## config.mk

```make
export PLATFORM = sky130hd
export DESIGN_NAME = fp_mul_round_pipe
export DESIGN_NICKNAME = d
export VERILOG_FILES = /design/src/rtl/fp_mul_round_pipe.sv
export SDC_FILE = /design/constraint.sdc
export NUM_CORES = 1
export LEC_CHECK = 0
export CAP_MARGIN = 25
export CORE_MARGIN = 2
export CORE_UTILIZATION = 53
export DETAILED_ROUTE_END_ITERATION = 16
export PLACE_DENSITY = 0.85
export SYNTH_ARGS = -nofsm -noshare
export SYNTH_HDL_FRONTEND = slang
export SYNTH_SLANG_ARGS = --single-unit
```

## constraint.sdc

```tcl
create_clock -name clk -period 8.29 [get_ports clk]
set_clock_uncertainty 0.2 [all_clocks]
set_input_delay 1.2435 -clock clk [delete_from_list [all_inputs] [get_ports clk]]
set_output_delay 1.2435 -clock clk [all_outputs]
set_load 0.02 [all_outputs]
```

## src/rtl/fp_mul_round_pipe.sv

```systemverilog
// fp_mul_round_pipe: normalize, round-to-nearest-even and pack a binary32 product over two handshaked stages
module fp_mul_round_pipe #(
  parameter int EXP_W  = 8,
  parameter int FRAC_W = 23,
  parameter int BIAS   = 127
) (
  input  logic                    clk,
  input  logic                    rst,
  input  logic                    in_valid,
  output logic                    in_ready,
  input  logic                    in_sign,
  input  logic [EXP_W-1:0]        in_exp_a,
  input  logic [EXP_W-1:0]        in_exp_b,
  input  logic                    in_frac_nz_a,
  input  logic                    in_frac_nz_b,
  input  logic [2*FRAC_W+1:0]     in_prod,
  output logic                    out_valid,
  input  logic                    out_ready,
  output logic [EXP_W+FRAC_W:0]   out_result,
  output logic [3:0]              out_flags
);
  localparam int MW = FRAC_W + 1;
  localparam int PW = 2 * MW;
  localparam int EW = EXP_W + 2;
  localparam logic [EXP_W-1:0] EMAX = '1;
  localparam logic [EW-1:0] E_OVF = EW'(2**EXP_W - 1);
  localparam logic [EXP_W+FRAC_W:0] QNAN = {1'b0, EMAX, 1'b1, {(FRAC_W-1){1'b0}}};

  logic                  r_s1_valid;
  logic                  r_s1_sign;
  logic                  r_s1_special;
  logic [EXP_W+FRAC_W:0] r_s1_spec_res;
  logic [3:0]            r_s1_spec_flags;
  logic [MW-1:0]         r_s1_m;
  logic                  r_s1_g;
  logic                  r_s1_s;
  logic [EW-1:0]         r_s1_e;
  logic                  r_s2_valid;
  logic [EXP_W+FRAC_W:0] r_s2_result;
  logic [3:0]            r_s2_flags;

  logic                  w_s1_adv, w_s2_adv;
  logic                  w_nan, w_inf_a, w_inf_b, w_zero_a, w_zero_b, w_invalid, w_special;
  logic [EXP_W+FRAC_W:0] w_spec_res;
  logic                  w_hi;
  logic [MW-1:0]         w_m;
  logic                  w_g, w_s;
  logic [EW-1:0]         w_e;
  logic                  w_rnd, w_carry, w_ovf, w_unf;
  logic [MW:0]           w_mr;
  logic [FRAC_W-1:0]     w_frac;
  logic [EW-1:0]         w_e2;
  logic [EXP_W+FRAC_W:0] w_res;
  logic [3:0]            w_flags;

  assign w_s2_adv   = !r_s2_valid | out_ready;
  assign w_s1_adv   = !r_s1_valid | w_s2_adv;
  assign in_ready   = w_s1_adv;
  assign out_valid  = r_s2_valid;
  assign out_result = r_s2_result;
  assign out_flags  = r_s2_flags;

  // Stage 1: classify operands (denormals read as zero) and normalize the raw product to 24 bits plus guard/sticky
  always_comb begin
    w_zero_a   = in_exp_a == '0;
    w_zero_b   = in_exp_b == '0;
    w_inf_a    = (in_exp_a == EMAX) & !in_frac_nz_a;
    w_inf_b    = (in_exp_b == EMAX) & !in_frac_nz_b;
    w_nan      = ((in_exp_a == EMAX) & in_frac_nz_a) | ((in_exp_b == EMAX) & in_frac_nz_b);
    w_invalid  = (w_inf_a & w_zero_b) | (w_zero_a & w_inf_b);
    w_special  = w_nan | w_inf_a | w_inf_b | w_zero_a | w_zero_b;
    w_spec_res = (w_nan | w_invalid) ? QNAN :
                 (w_inf_a | w_inf_b) ? {in_sign, EMAX, {FRAC_W{1'b0}}} :
                 {in_sign, {(EXP_W+FRAC_W){1'b0}}};
    w_hi       = in_prod[PW-1];
    w_m        = w_hi ? in_prod[PW-1 -: MW] : in_prod[PW-2 -: MW];
    w_g        = w_hi ? in_prod[PW-MW-1] : in_prod[PW-MW-2];
    w_s        = w_hi ? |in_prod[PW-MW-2:0] : |in_prod[PW-MW-3:0];
    w_e        = EW'(in_exp_a) + EW'(in_exp_b) - (w_hi ? EW'(BIAS - 1) : EW'(BIAS));
  end

  // Stage 1 register: captures a beat whenever the stage is empty or draining into stage 2
  always_ff @(posedge clk) begin
    if (rst) begin
      r_s1_valid <= 1'b0;
    end else if (w_s1_adv) begin
      r_s1_valid <= in_valid;
      if (in_valid) begin
        r_s1_sign       <= in_sign;
        r_s1_special    <= w_special;
        r_s1_spec_res   <= w_spec_res;
        r_s1_spec_flags <= {w_invalid, 3'b000};
        r_s1_m          <= w_m;
        r_s1_g          <= w_g;
        r_s1_s          <= w_s;
        r_s1_e          <= w_e;
      end
    end
  end

  // Stage 2: round to nearest-even, renormalize on mantissa carry, then range-check the rounded exponent
  always_comb begin
    w_rnd   = r_s1_g & (r_s1_s | r_s1_m[0]);
    w_mr    = {1'b0, r_s1_m} + {{MW{1'b0}}, w_rnd};
    w_carry = w_mr[MW];
    w_frac  = w_carry ? {FRAC_W{1'b0}} : w_mr[FRAC_W-1:0];
    w_e2    = r_s1_e + {{(EW-1){1'b0}}, w_carry};
    w_ovf   = !w_e2[EW-1] & (w_e2 >= E_OVF);
    w_unf   = w_e2[EW-1] | (w_e2 == '0);
    w_res   = r_s1_special ? r_s1_spec_res :
              w_ovf ? {r_s1_sign, EMAX, {FRAC_W{1'b0}}} :
              w_unf ? {r_s1_sign, {(EXP_W+FRAC_W){1'b0}}} :
              {r_s1_sign, w_e2[EXP_W-1:0], w_frac};
    w_flags = r_s1_special ? r_s1_spec_flags :
              {1'b0, w_ovf, w_unf, r_s1_g | r_s1_s | w_ovf | w_unf};
  end

  // Stage 2 register: result and flags only change when a new beat moves in, so they hold under backpressure
  always_ff @(posedge clk) begin
    if (rst) begin
      r_s2_valid  <= 1'b0;
      r_s2_result <= '0;
      r_s2_flags  <= '0;
    end else if (w_s2_adv) begin
      r_s2_valid <= r_s1_valid;
      if (r_s1_valid) begin
        r_s2_result <= w_res;
        r_s2_flags  <= w_flags;
      end
    end
  end
endmodule
```

== Word-level counts from Yosys, hierarchy flattened ==
Cells that the tools add are included.

* Input bits: 71
* Flip-flop bits (word level): 109
* Logic and storage cells: 66
* Output and inout port bits: 38

* $add $sub $neg: 4
* Equality and inequality tests: 2
* Reduce and logical (&&, ||, !) cells: 12
* Order comparisons: 1
* Bitwise operators: 24
* Muxes and demuxes: 10

{| class="wikitable"
|+ Operator list
! kind !! number
|-
| $mux 31 || 3
|-
| $mux 23 || 2
|-
| $mux 32 || 1
|-
| $add 24x1->25 || 1
|-
| $reduce_or 23->1 || 1
|-
| $reduce_or 22->1 || 1
|-
| $eq 8x8->1 const B || 2
|-
| $logic_not 8->1 || 2
|-
| $or 1x1->1 || 15
|-
| $add 10x1->10 || 1
|-
| $ge 10x8->1 const B || 1
|-
| $logic_not 10->1 || 1
|-
| $sub 9x7->10 || 1
|-
| $add 8x8->9 || 1
|-
| $and 1x1->1 || 8
|-
| $logic_not 1->1 || 5
|-
| $mux 4 || 1
|-
| $mux 1 || 3
|-
| $reduce_and 3->1 || 1
|-
| $reduce_and 2->1 || 1
|-
| $not 1->1 || 1
|}

== Logic depth before layout (Yosys ltp) ==
Gate-level depths: netlist of the first run.

* Depth in word-level cells: 9
* Depth in mapped cells: 15
* Mapped depth without buffers: 14

== Worst setup path before layout of the first run ==
Ideal clock, no wire load.

* Path type: in2reg
* From: input port in_prod[47]
* To: register r_s1_e[6] (data pin)
* Buffers on the path: 2
* Library setup time: 258 ps
* Stages: 14
* Data required time: 7832 ps
* Arrival: 3579 ps
* Slack: 4254 ps
* Path through: clkbuf_1 > clkbuf_1 > inv_1 > ha_1 > inv_1 > ha_1 > inv_1 > fa_1 > nor2b_1 > o21ai_0 > a21boi_0 > o21ai_0 > nor2b_1 > xnor2_1

* Longest elaborated chain between the ends: 2

{| class="wikitable"
|+ RTL lines
! element !! line !! source
|-
| start: declaration || 16 || <nowiki>input logic [2*FRAC_W+1:0] in_prod,</nowiki>
|-
| $mux 1 || 79 || <nowiki>w_e = EW'(in_exp_a) + EW'(in_exp_b) - (w_hi ? EW'(BIAS - 1) : EW'(BIAS));</nowiki>
|-
| $sub 9x7->10 || 79 ||
|-
| net w_e[6] || 48 || <nowiki>logic [EW-1:0] w_e;</nowiki>
|-
| end signal: assignment || 96 || <nowiki>r_s1_e <= w_e;</nowiki>
|-
| end: declaration || 37 || <nowiki>logic [EW-1:0] r_s1_e;</nowiki>
|}

The timed path passes the listed nets, and every way through them passes these cells.
A chain may end at the register's enable or synchronous reset.

== Worst setup path after layout of the first run ==
* From: register r_s1_s
* To: register r_s2_result[3], in the netlist out_result[3]

* Longest elaborated chain between the ends: 9
* Elaborated cells on any way between the ends: 13
* Classes of those cells: 2 x add/sub; 1 x order compare; 4 x mux; 4 x bitwise; 2 x reduce/logical

{| class="wikitable"
|+ RTL lines
! element !! line !! source
|-
| start: declaration || 36 || <nowiki>logic r_s1_s;</nowiki>
|-
| start signal: assignment || 95 || <nowiki>r_s1_s <= w_s;</nowiki>
|-
| $or 1x1->1 * || 103 || <nowiki>w_rnd = r_s1_g & (r_s1_s | r_s1_m[0]);</nowiki>
|-
| $and 1x1->1 * || 103 ||
|-
| $add 24x1->25 * || 104 || <nowiki>w_mr = {1'b0, r_s1_m} + {{MW{1'b0}}, w_rnd};</nowiki>
|-
| branches (longest 4 deep; another with $add 10x1->10) || -- ||
|-
| $mux 31 * || 111 || <nowiki>w_ovf ? {r_s1_sign, EMAX, {FRAC_W{1'b0}}} :</nowiki>
|-
| $mux 32 * || 110 || <nowiki>w_res = r_s1_special ? r_s1_spec_res :</nowiki>
|-
| end signal: assignment || 127 || <nowiki>r_s2_result <= w_res;</nowiki>
|-
| end: declaration || 39 || <nowiki>logic [EXP_W+FRAC_W:0] r_s2_result;</nowiki>
|}

Mark *: on every way between the ends.

==> impl_metrics.ini, run 1 <==
[outcome]
status = completed

[timing]
finalCritPeriodShare_pct = 53.2
final_max_slew_viol_count = 0
timing.fmax_ghz = 0.227
slew_headroom_pct = 40.0
period_minus_slack_ps = 4410
setup_viol = 0
rsz0062_at_grt = false
worstMarginPinSlew_ps = 900
whs_ps = 254
fin_setup_tns_ps = 0
hold_viol = 0

[pwr]
switchingPower_mw = 0.226
p_int_mw = 0.723
leakage_nw = 2.10
peakVddDrop_mv = 0.113
combinationalPowerShare_pct = 16.0
netSwitchingFraction_pct = 23.8
power.total_mw = 0.949
clockPowerShare_pct = 35.9
p_per_area_mw_per_mm2 = 166
seqPwrFrac_pct = 48.2

[clocking]
postCtsSetupBuffers = 0
cts.path.max_buffers = 2
cts.sinks = 80
cts_root_buf = clkbuf_8
cts_resized = 0
path_clk_slew_ps = 80
cts_tree = built
cts_made_buffers = 9
htreeDepth = 3
insertion_delay_ps = 350
hold_buffers = 0

[finish]
nets = 615
drive_above_1_share_pct = 14.0
final_cell_mix = clkdlybuf4s50_1, nand2_1, edfxtp_1, dfxtp_1, nor2_1
antenna_cells = 0
area_delta_synth_final_pct = 32.2
final_common_cell = clkdlybuf4s50_1

[global_routing]
grt_max_degree = 43
grt_usage_pct = 21.9
grt_pass1_vias = 3398
globalRouteOverflowTotal = 0
grt_pass1_wl_um = 15100
grt_antenna_before_repair = 0

[floorplan]
initial_core_util_pct = 55.4
die_area_mm2 = 0.00889
die_h_um = 94.3
core_mm2 = 0.00781
num_rows = 32
die_w_um = 94.3
pin_count = 109

[worst_setup_path]
worstPathMaxFanout = 22
critPathKind = register to register
cp.required_ps = 8370
crit_arrival_ps = 4490
rrSetupSlack_ps = 3880
r2r_cells = 14
crit_path_start_kind = register
critPathCapture = out_result[3]$_SDFFE_PP0P_
crit_start = r_s1_s$_DFFE_PP_
worstReg2RegStart = r_s1_s$_DFFE_PP_
cp-end-kind = register
regToRegEndpoint = out_result[3]$_SDFFE_PP0P_

[detailed_routing]
m1WireLength_um = 4070
vias = 3518
viasPerCell = 5.58
drc = 0
antenna_left = 0
routed.top_layer = met4
first_iter_violations = 196
drt_first_pass_iters = 5
wl_per_cell_um = 15.0
wirelength_um = 9470
wl_met2_um = 4550
route.met3.wl_um = 660

[yosys]
synth_flop_cell = edfxtp_1
synth_edf_count = 42
ys_seq_area_share_pct = 46.8
syn_nets = 505
syn-cell-area_mm2 = 0.00432
yosysWarningCount = 0
synthCells = 413
async_flop_share_pct = 0
ys_ff_latch = 80
synth_area_per_cell_um2 = 10.5
synth.distinct_cells = 47

[place]
hpwl_um = 7170
gp_congestion = 0.855
portBuffers = 108

[run]
max-cap-violations = 0

[hold_path]
holdCritPathClass = register to register
-- worst min-delay path by stage --
stage / startpoint / endpoint / depth (start not counted)
floorplan: r_s1_valid$_SDFFE_PP0P_ / out_valid$_SDFFE_PP0N_ / 2
global placement: out_result[19]$_SDFFE_PP0P_ / out_result[19]$_SDFFE_PP0P_ / 2
detailed placement: out_result[5]$_SDFFE_PP0P_ / out_result[5]$_SDFFE_PP0P_ / 2
CTS: out_flags[3]$_SDFFE_PP0P_ / out_flags[3]$_SDFFE_PP0P_ / 2
global route: out_result[6]$_SDFFE_PP0P_ / out_result[6]$_SDFFE_PP0P_ / 2
finish: out_flags[3]$_SDFFE_PP0P_ / out_flags[3]$_SDFFE_PP0P_ / 2
-- layer usage --
layer  vias up  GRT usage [%]
met5         -              0
met4         0           11.1
met3        16           4.25
met2       145           36.3
met1      1637           27.2
li1       1720              -
-- state kept, by name, indices dropped and copies added, names as in the netlist, 3 cells and up --
register,cells
out_flags,4
out_result,32
r_s1_e,10
r_s1_spec_res,3
r_s1_m,24
-- kinds of logic (layout without fill, tap and decap cells) --
kind of cell	count (synthesis)	in the layout	synth area share (%)
mux	25	25	6.48
fa+ha+maj	21	21	6.25
simple gates	156	156	18.4
compound gates	69	69	11.8
flops	80	80	46.8
xor+xnor	36	36	7.29
buf+inv	26	141	3.01
-- critical path: stages (launching register included) --
cell and delay [ps]:
edfxtp_1 350, o21a_1 130, ha_1 180, ha_1 210
and4_1 270, nand4_2 240, nor4_1 460, ha_1 320
ha_1 300, nand4_1 230, xor2_1 210, a31o_2 260
a41oi_2 320, nand3b_4 380, o21ai_0 270
-- cell usage after synthesis, drive strengths merged, types with 11 or more instances --
| cell type | count | area [um^2] |
|---|---|---|
| a21oi | 12 | 60.1 |
| dfxtp | 38 | 761 |
| edfxtp | 42 | 1260 |
| ha | 20 | 250 |
| inv | 15 | 56.3 |
| mux2 | 24 | 270 |
| nand2 | 49 | 184 |
| nand3 | 13 | 77.6 |
| nor2 | 32 | 120 |
| nor3 | 11 | 55.1 |
| o21ai | 33 | 240 |
| xnor2 | 19 | 166 |
| xor2 | 17 | 149 |
-- metrics by stage --
step | setup WS, ps | util, % | std cells | area (um^2)
6_report | 3880 | 73.2 | 630 | 5720
5_1_grt | 3490 | 73.2 | 630 | 5720
2_1_floorplan | 4250 | - | 413 | 4320
3_5_place_dp | 3860 | 70.1 | 614 | 5470
4_1_cts | 3830 | 73.2 | 630 | 5720
3_3_place_gp | 4010 | 70.1 | 614 | 5470
-- power groups by stage --
stage,Clock (mW),Combinational (mW),Sequential [mW]
finish,0.340,0.151,0.457
global route,0.360,0.166,0.459
CTS,0.345,0.152,0.456
detailed placement,0,0.151,0.465
global placement,0,0.148,0.465
floorplan,0,0.0791,0.469
-- area by class of cell --
type | instances | area (um^2)
Clock buffer | 9 | 124
Sequential cell | 80 | 2020
Tap cell | 102 | 128
Timing Repair Buffer | 110 | 1100
Multi-Input combinational cell | 307 | 2170
Clock inverter | 7 | 119
Inverter | 15 | 56.3
Fill cell | 563 | 2090
No activity file was read; power rests on OpenSTA's default activity.
==> run 2: changes to the inputs <==
--- a/config.mk
+++ b/config.mk
@@ -7,9 +7,9 @@
 export LEC_CHECK = 0
 export CAP_MARGIN = 25
 export CORE_MARGIN = 2
-export CORE_UTILIZATION = 53
+export CORE_UTILIZATION = 45
 export DETAILED_ROUTE_END_ITERATION = 16
-export PLACE_DENSITY = 0.85
+export PLACE_DENSITY = 0.77
 export SYNTH_ARGS = -nofsm -noshare
 export SYNTH_HDL_FRONTEND = slang
 export SYNTH_SLANG_ARGS = --single-unit
==> constraint.sdc (replaced) <==
create_clock -name clk -period 4.05 [get_ports clk]
set_clock_uncertainty 0.2 [all_clocks]
set_input_delay 0.6075 -clock clk [delete_from_list [all_inputs] [get_ports clk]]
set_output_delay 0.6075 -clock clk [all_outputs]
set_load 0.02 [all_outputs]
==> run 2 against run 1 <==
Flip-flop and latch count did not move; critical endpoint unchanged; routed wire length rose by 10%; largest cell class unchanged; non-clock buffer count rose by 10; count of clock-buffer cells in the layout rose by 2; critical path type unchanged; clock power rose by 88%; combinational power rose by 120%; register-to-register slack got worse by 3600 ps; global-route usage fell by 2.0 points.
==> impl_metrics.ini, run 2 (synthesized netlist as in run 1, its figures left out) <==
[outcome]
status = completed

[timing]
slew_headroom_pct = 56.0
worstMarginPinSlew_ps = 657
setup_viol = 0
hold_viol = 0
finalCritPeriodShare_pct = 92.9
worst_slack_ps = 288
rsz0062_at_grt = true
period_minus_slack_ps = 3760
whs_ps = 257
fin_setup_tns_ps = 0
timing.fmax_ghz = 0.266
final_max_slew_viol_count = 0

[finish]
largest_register_ffs = 32
antenna_cells = 0
nets = 628
final_area_mm2 = 0.00591
drive_above_1_share_pct = 17.6
instances_no_fill = 670
nFillCells = 789
final_cell_mix = clkdlybuf4s50_1, nand2_1, edfxtp_1, dfxtp_1, nor2_1
final_common_cell = clkdlybuf4s50_1
area_delta_synth_final_pct = 36.6

[place]
gp_congestion = 0.878
portBuffers = 108
hpwl_um = 7870
pre_cts_slack_ps = -51.3
placed_cells = 646
place_area_mm2 = 0.00555

[clocking]
cts.sinks = 80
hold_buffers = 0
cts.path.max_buffers = 2
path_clk_slew_ps = 80
htreeDepth = 3
cts_tree = built
cts_made_buffers = 9
cts_root_buf = clkbuf_8
insertion_delay_ps = 360

[worst_setup_path]
crit_arrival_ps = 3840
cp-end-kind = register
cp.buffers_inverters = 1
crit_path_start_kind = register
cpPeakStageDelay_ps = 370
critPathKind = register to register
slowest_stage = edfxtp_1
r2r_cells = 15
cp_cell_sequence = o21a_1 -> ha_1 -> ha_2 -> and4_4 -> nand4_2 -> nor4_4 -> ha_2 -> ha_2 -> nand4_1 -> xor2_1 -> a31o_2 -> a41oi_4 -> buf_4 -> nand3b_4 -> o21ai_0
cp_top_family = simple AND/OR/NAND/NOR gates
regToRegEndpoint = out_result[3]$_SDFFE_PP0P_
crit_start = r_s1_m[0]$_DFFE_PP_
cp.required_ps = 4130
worstPathMaxFanout = 6
rrSetupSlack_ps = 290
crit_top_cell = ha_2
worstReg2RegStart = r_s1_m[0]$_DFFE_PP_

[floorplan]
num_rows = 35
die_h_um = 102
core_mm2 = 0.00928
die_area_mm2 = 0.0104
die_w_um = 102
initial_core_util_pct = 46.6
pin_count = 109

[global_routing]
grt_usage_pct = 19.9
grt_antenna_before_repair = 0
globalRouteOverflowTotal = 0
grt_max_degree = 27
grt_pass1_wl_um = 16000
grt_pass1_vias = 3543

[detailed_routing]
wl_per_cell_um = 15.6
wirelength_um = 10400
vias = 3567
viasPerCell = 5.32
drt_first_pass_iters = 4
drc = 0
first_iter_violations = 121
antenna_left = 0

[hold_path]
min_path_cells = 2
holdCritPathClass = register to register
min_from = out_result[17]$_SDFFE_PP0P_
whs_endpoint = out_result[17]$_SDFFE_PP0P_

[pwr]
peakVddDrop_mv = 0.142
p_per_area_mw_per_mm2 = 323
leakage_nw = 2.19

[run]
max-cap-violations = 0
==> run 2: cell count changes in the layout (fill, tap and decap cells not counted), moves of 2 or more <==
| cell | previous run | this run |
|---|---|---|
| bufinv_16 | 3 | 1 |
| ha_2 | 0 | 3 |
| nand3b_4 | 1 | 3 |
| ha_1 | 20 | 17 |
| buf_4 | 2 | 12 |
==> run 2: worst reg2reg max path, cell delays in order (launching register included) <==
cell and delay [ps]:
edfxtp_1 370, o21a_1 120, ha_1 180, ha_2 210, and4_4 230, nand4_2 150
nor4_4 330, ha_2 270, ha_2 240, nand4_1 200, xor2_1 190, a31o_2 270
a41oi_4 190, buf_4 170, nand3b_4 150, o21ai_0 210
==> run 2: final cells by class <==
cell class	instances	area (um^2)	area share, %
Sequential cell	80	2020	34.2
Tap cell	129	161	2.73
Multi-Input combinational cell	310	2270	38.5
Clock inverter	5	60.1	1.02
Clock buffer	11	163	2.75
Inverter	15	56.3	0.953
Timing Repair Buffer	120	1170	19.8
==> run 2: worst max path at each step <==
| stage | endpoint | slack, ps | cells past startpoint |
|---|---|---|---|
| after CTS | out_result[2]$_SDFFE_PP0P_ | 20 | 14 |
| after floorplan | out_result[10]$_SDFFE_PP0P_ | 350 | 15 |
| after global placement | out_result[2]$_SDFFE_PP0P_ | 130 | 14 |
| final | out_result[3]$_SDFFE_PP0P_ | 290 | 15 |
| after detailed placement | out_result[2]$_SDFFE_PP0P_ | -50 | 14 |
| after global routing | out_result[3]$_SDFFE_PP0P_ | -40 | 15 |
==> run 2: through the flow <==
stage	power (mW)	utilization [%]
after floorplan	1.12	-
after global placement	1.26	59.7
after detailed placement	1.27	59.7
after CTS	1.91	62.5
after global routing	1.98	63.6
final	1.91	63.6
==> run 2: where the power goes <==
| group | total (mW) | leakage [nW] | internal, mW | switching, mW |
|---|---|---|---|---|
| combinational | 0.331 | 1.37 | 0.178 | 0.153 |
| sequential | 0.936 | 0.710 | 0.901 | 0.0348 |
| clock | 0.640 | 0.111 | 0.341 | 0.299 |
| total | 1.91 | 2.19 | 1.42 | 0.487 |
==> run 2: routing by layer <==
| metal | GRT usage, % | vias to the layer above | routed length (um) |
|---|---|---|---|
| li1 | - | 1754 | - |
| met1 | 22.7 | 1664 | 4330 |
| met2 | 35.4 | 134 | 5270 |
| met3 | 4.65 | 15 | 662 |
| met4 | 8.82 | 0 | 178 |
| met5 | 0 | - | 0 |
==> run 2: timing repair <==
item,CTS,global route
pin swaps,1,5
cloned,1,2
gates resized for setup,2,9
setup buffers,0,5
endpoints found under the setup margin,22,33
==> run 3: changes to the inputs <==
--- a/config.mk
+++ b/config.mk
@@ -7,9 +7,9 @@
 export LEC_CHECK = 0
 export CAP_MARGIN = 25
 export CORE_MARGIN = 2
-export CORE_UTILIZATION = 45
+export CORE_UTILIZATION = 40
 export DETAILED_ROUTE_END_ITERATION = 16
-export PLACE_DENSITY = 0.77
+export PLACE_DENSITY = 0.7
 export SYNTH_ARGS = -nofsm -noshare
 export SYNTH_HDL_FRONTEND = slang
 export SYNTH_SLANG_ARGS = --single-unit
==> run 3 against run 2 <==
Routed wire length shrank 3.0%; largest cell class unchanged; design area grew 0.59%; critical path depth stayed put.
==> impl_metrics.ini, run 3 (synthesized netlist as in run 1, its figures left out) <==
[outcome]
status = completed

[pwr]
p_int_mw = 1.55
switchingPower_mw = 0.467
power.total_mw = 2.01
netSwitchingFraction_pct = 23.2
clockPowerShare_pct = 37.4
seqPwrFrac_pct = 46.4
p_per_area_mw_per_mm2 = 339
peakVddDrop_mv = 0.158
leakage_nw = 2.19
combinationalPowerShare_pct = 16.2

[timing]
final_max_slew_viol_count = 0
setup_viol = 0
hold_viol = 0
worstMarginPinSlew_ps = 694
slew_headroom_pct = 53.6
rsz0062_at_grt = true
finalCritPeriodShare_pct = 94.3
period_minus_slack_ps = 3820
whs_ps = 256
timing.fmax_ghz = 0.262

[place]
place_area_mm2 = 0.00556
hpwl_um = 7870
gp_congestion = 0.864
portBuffers = 108

[clocking]
path_clk_slew_ps = 80
cts_tree = built
htreeDepth = 3
cts.path.max_buffers = 2
cts_made_buffers = 9
insertion_delay_ps = 360
hold_buffers = 0
cts.sinks = 80
cts_root_buf = clkbuf_8

[worst_setup_path]
critPathCapture = out_result[11]$_SDFFE_PP0P_
cp-end-kind = register
crit_path_start_kind = register
crit_arrival_ps = 3910
rrSetupSlack_ps = 230
worstPathMaxFanout = 8
regToRegEndpoint = out_result[11]$_SDFFE_PP0P_
critPathKind = register to register
worstReg2RegStart = r_s1_s$_DFFE_PP_
cp.required_ps = 4140
r2r_cells = 15
crit_start = r_s1_s$_DFFE_PP_

[finish]
nets = 627
fin_util_pct = 57.0
final_cell_mix = clkdlybuf4s50_1, nand2_1, edfxtp_1, dfxtp_1, nor2_1
drive_above_1_share_pct = 16.9
final_area_mm2 = 0.00594
nFillCells = 908
largest_register_ffs = 32
area_delta_synth_final_pct = 37.4
antenna_cells = 0
final_common_cell = clkdlybuf4s50_1

[floorplan]
die_w_um = 108
die_area_mm2 = 0.0117
initial_core_util_pct = 41.5
core_mm2 = 0.0104
num_rows = 37
pin_count = 109
die_h_um = 108

[detailed_routing]
viasPerCell = 5.15
wl_per_cell_um = 15.0
first_iter_violations = 97
drt_first_pass_iters = 4
antenna_left = 0
wirelength_um = 10100
drc = 0
vias = 3481

[hold_path]
holdCritPathClass = register to register

[global_routing]
grt_pass1_wl_um = 16500
grt_antenna_before_repair = 0
grt_pass1_vias = 3490
globalRouteOverflowTotal = 0
grt_usage_pct = 18.1
grt_max_degree = 43

[run]
max-cap-violations = 0
-- run 3: how the worst min path moves through the flow --
stage / cells after the start / slack (ps) / end / startpoint
4_1_cts: 2 / 260 / out_result[21]$_SDFFE_PP0P_ / out_result[21]$_SDFFE_PP0P_
2_1_floorplan: 2 / 300 / out_valid$_SDFFE_PP0N_ / r_s1_valid$_SDFFE_PP0P_
3_3_place_gp: 2 / 240 / out_result[18]$_SDFFE_PP0P_ / out_result[18]$_SDFFE_PP0P_
5_1_grt: 2 / 280 / out_result[21]$_SDFFE_PP0P_ / out_result[21]$_SDFFE_PP0P_
3_5_place_dp: 2 / 240 / out_result[21]$_SDFFE_PP0P_ / out_result[21]$_SDFFE_PP0P_
6_report: 2 / 260 / out_result[17]$_SDFFE_PP0P_ / out_result[17]$_SDFFE_PP0P_
-- run 3: stage by stage --
step                instances  setup slack (ps)  setup TNS, ps
floorplan                 413               353              0
global placement          653               103              0
detailed placement        653              -121          -1290
CTS                       670              26.5              0
global route              676             -26.0          -43.5
finish                    676               232              0
-- run 3: worst max-delay path: stages, from the launching register on --
cell and delay [ps]:
edfxtp_1 350, o21a_1 130, ha_1 170, ha_1 210
and4_1 270, nand4_2 150, nor4_4 320, ha_2 270
ha_2 250, nand4_1 200, xor2_1 200, a31o_2 270
a41oi_4 280, nand3b_4 160, buf_12 190, o21ai_2 130
-- run 3: area by class of cell --
class                   count  area (um^2)  share of cell area [%]
clock buffers              10          128                    2.15
clock inverters             6          131                    2.21
inverters                  15         56.3                   0.948
multi-input cells         309         2250                    37.9
flip-flops and latches     80         2020                    34.0
well taps                 136          170                    2.86
repair buffers            120         1180                    19.9
-- run 3: power groups by stage --
stage               Clock (mW)  Combinational (mW)  Sequential (mW)
detailed placement           0               0.317            0.953
global placement             0               0.312            0.953
CTS                      0.764               0.323            0.935
floorplan                    0               0.162            0.960
global route             0.795               0.358            0.940
finish                   0.752               0.326            0.935
-- run 3: what timing repair did --
action / CTS / global route
cloned: 1 / 1
buffers inserted: 0 / 5
gates resized for setup: 3 / 5
pin swaps: 1 / 3
endpoints found under the setup margin: 22 / 32
-- run 3: layer usage --
metal | vias to the layer above | routed length, um | GRT usage (%) | part of all wire (%)
met5 | - | 0 | 0 | 0
met3 | 12 | 506 | 3.86 | 5.0
li1 | 1746 | - | - | -
met4 | 0 | 161 | 6.04 | 1.6
met1 | 1620 | 4370 | 21.9 | 43
met2 | 103 | 5090 | 32.0 | 50
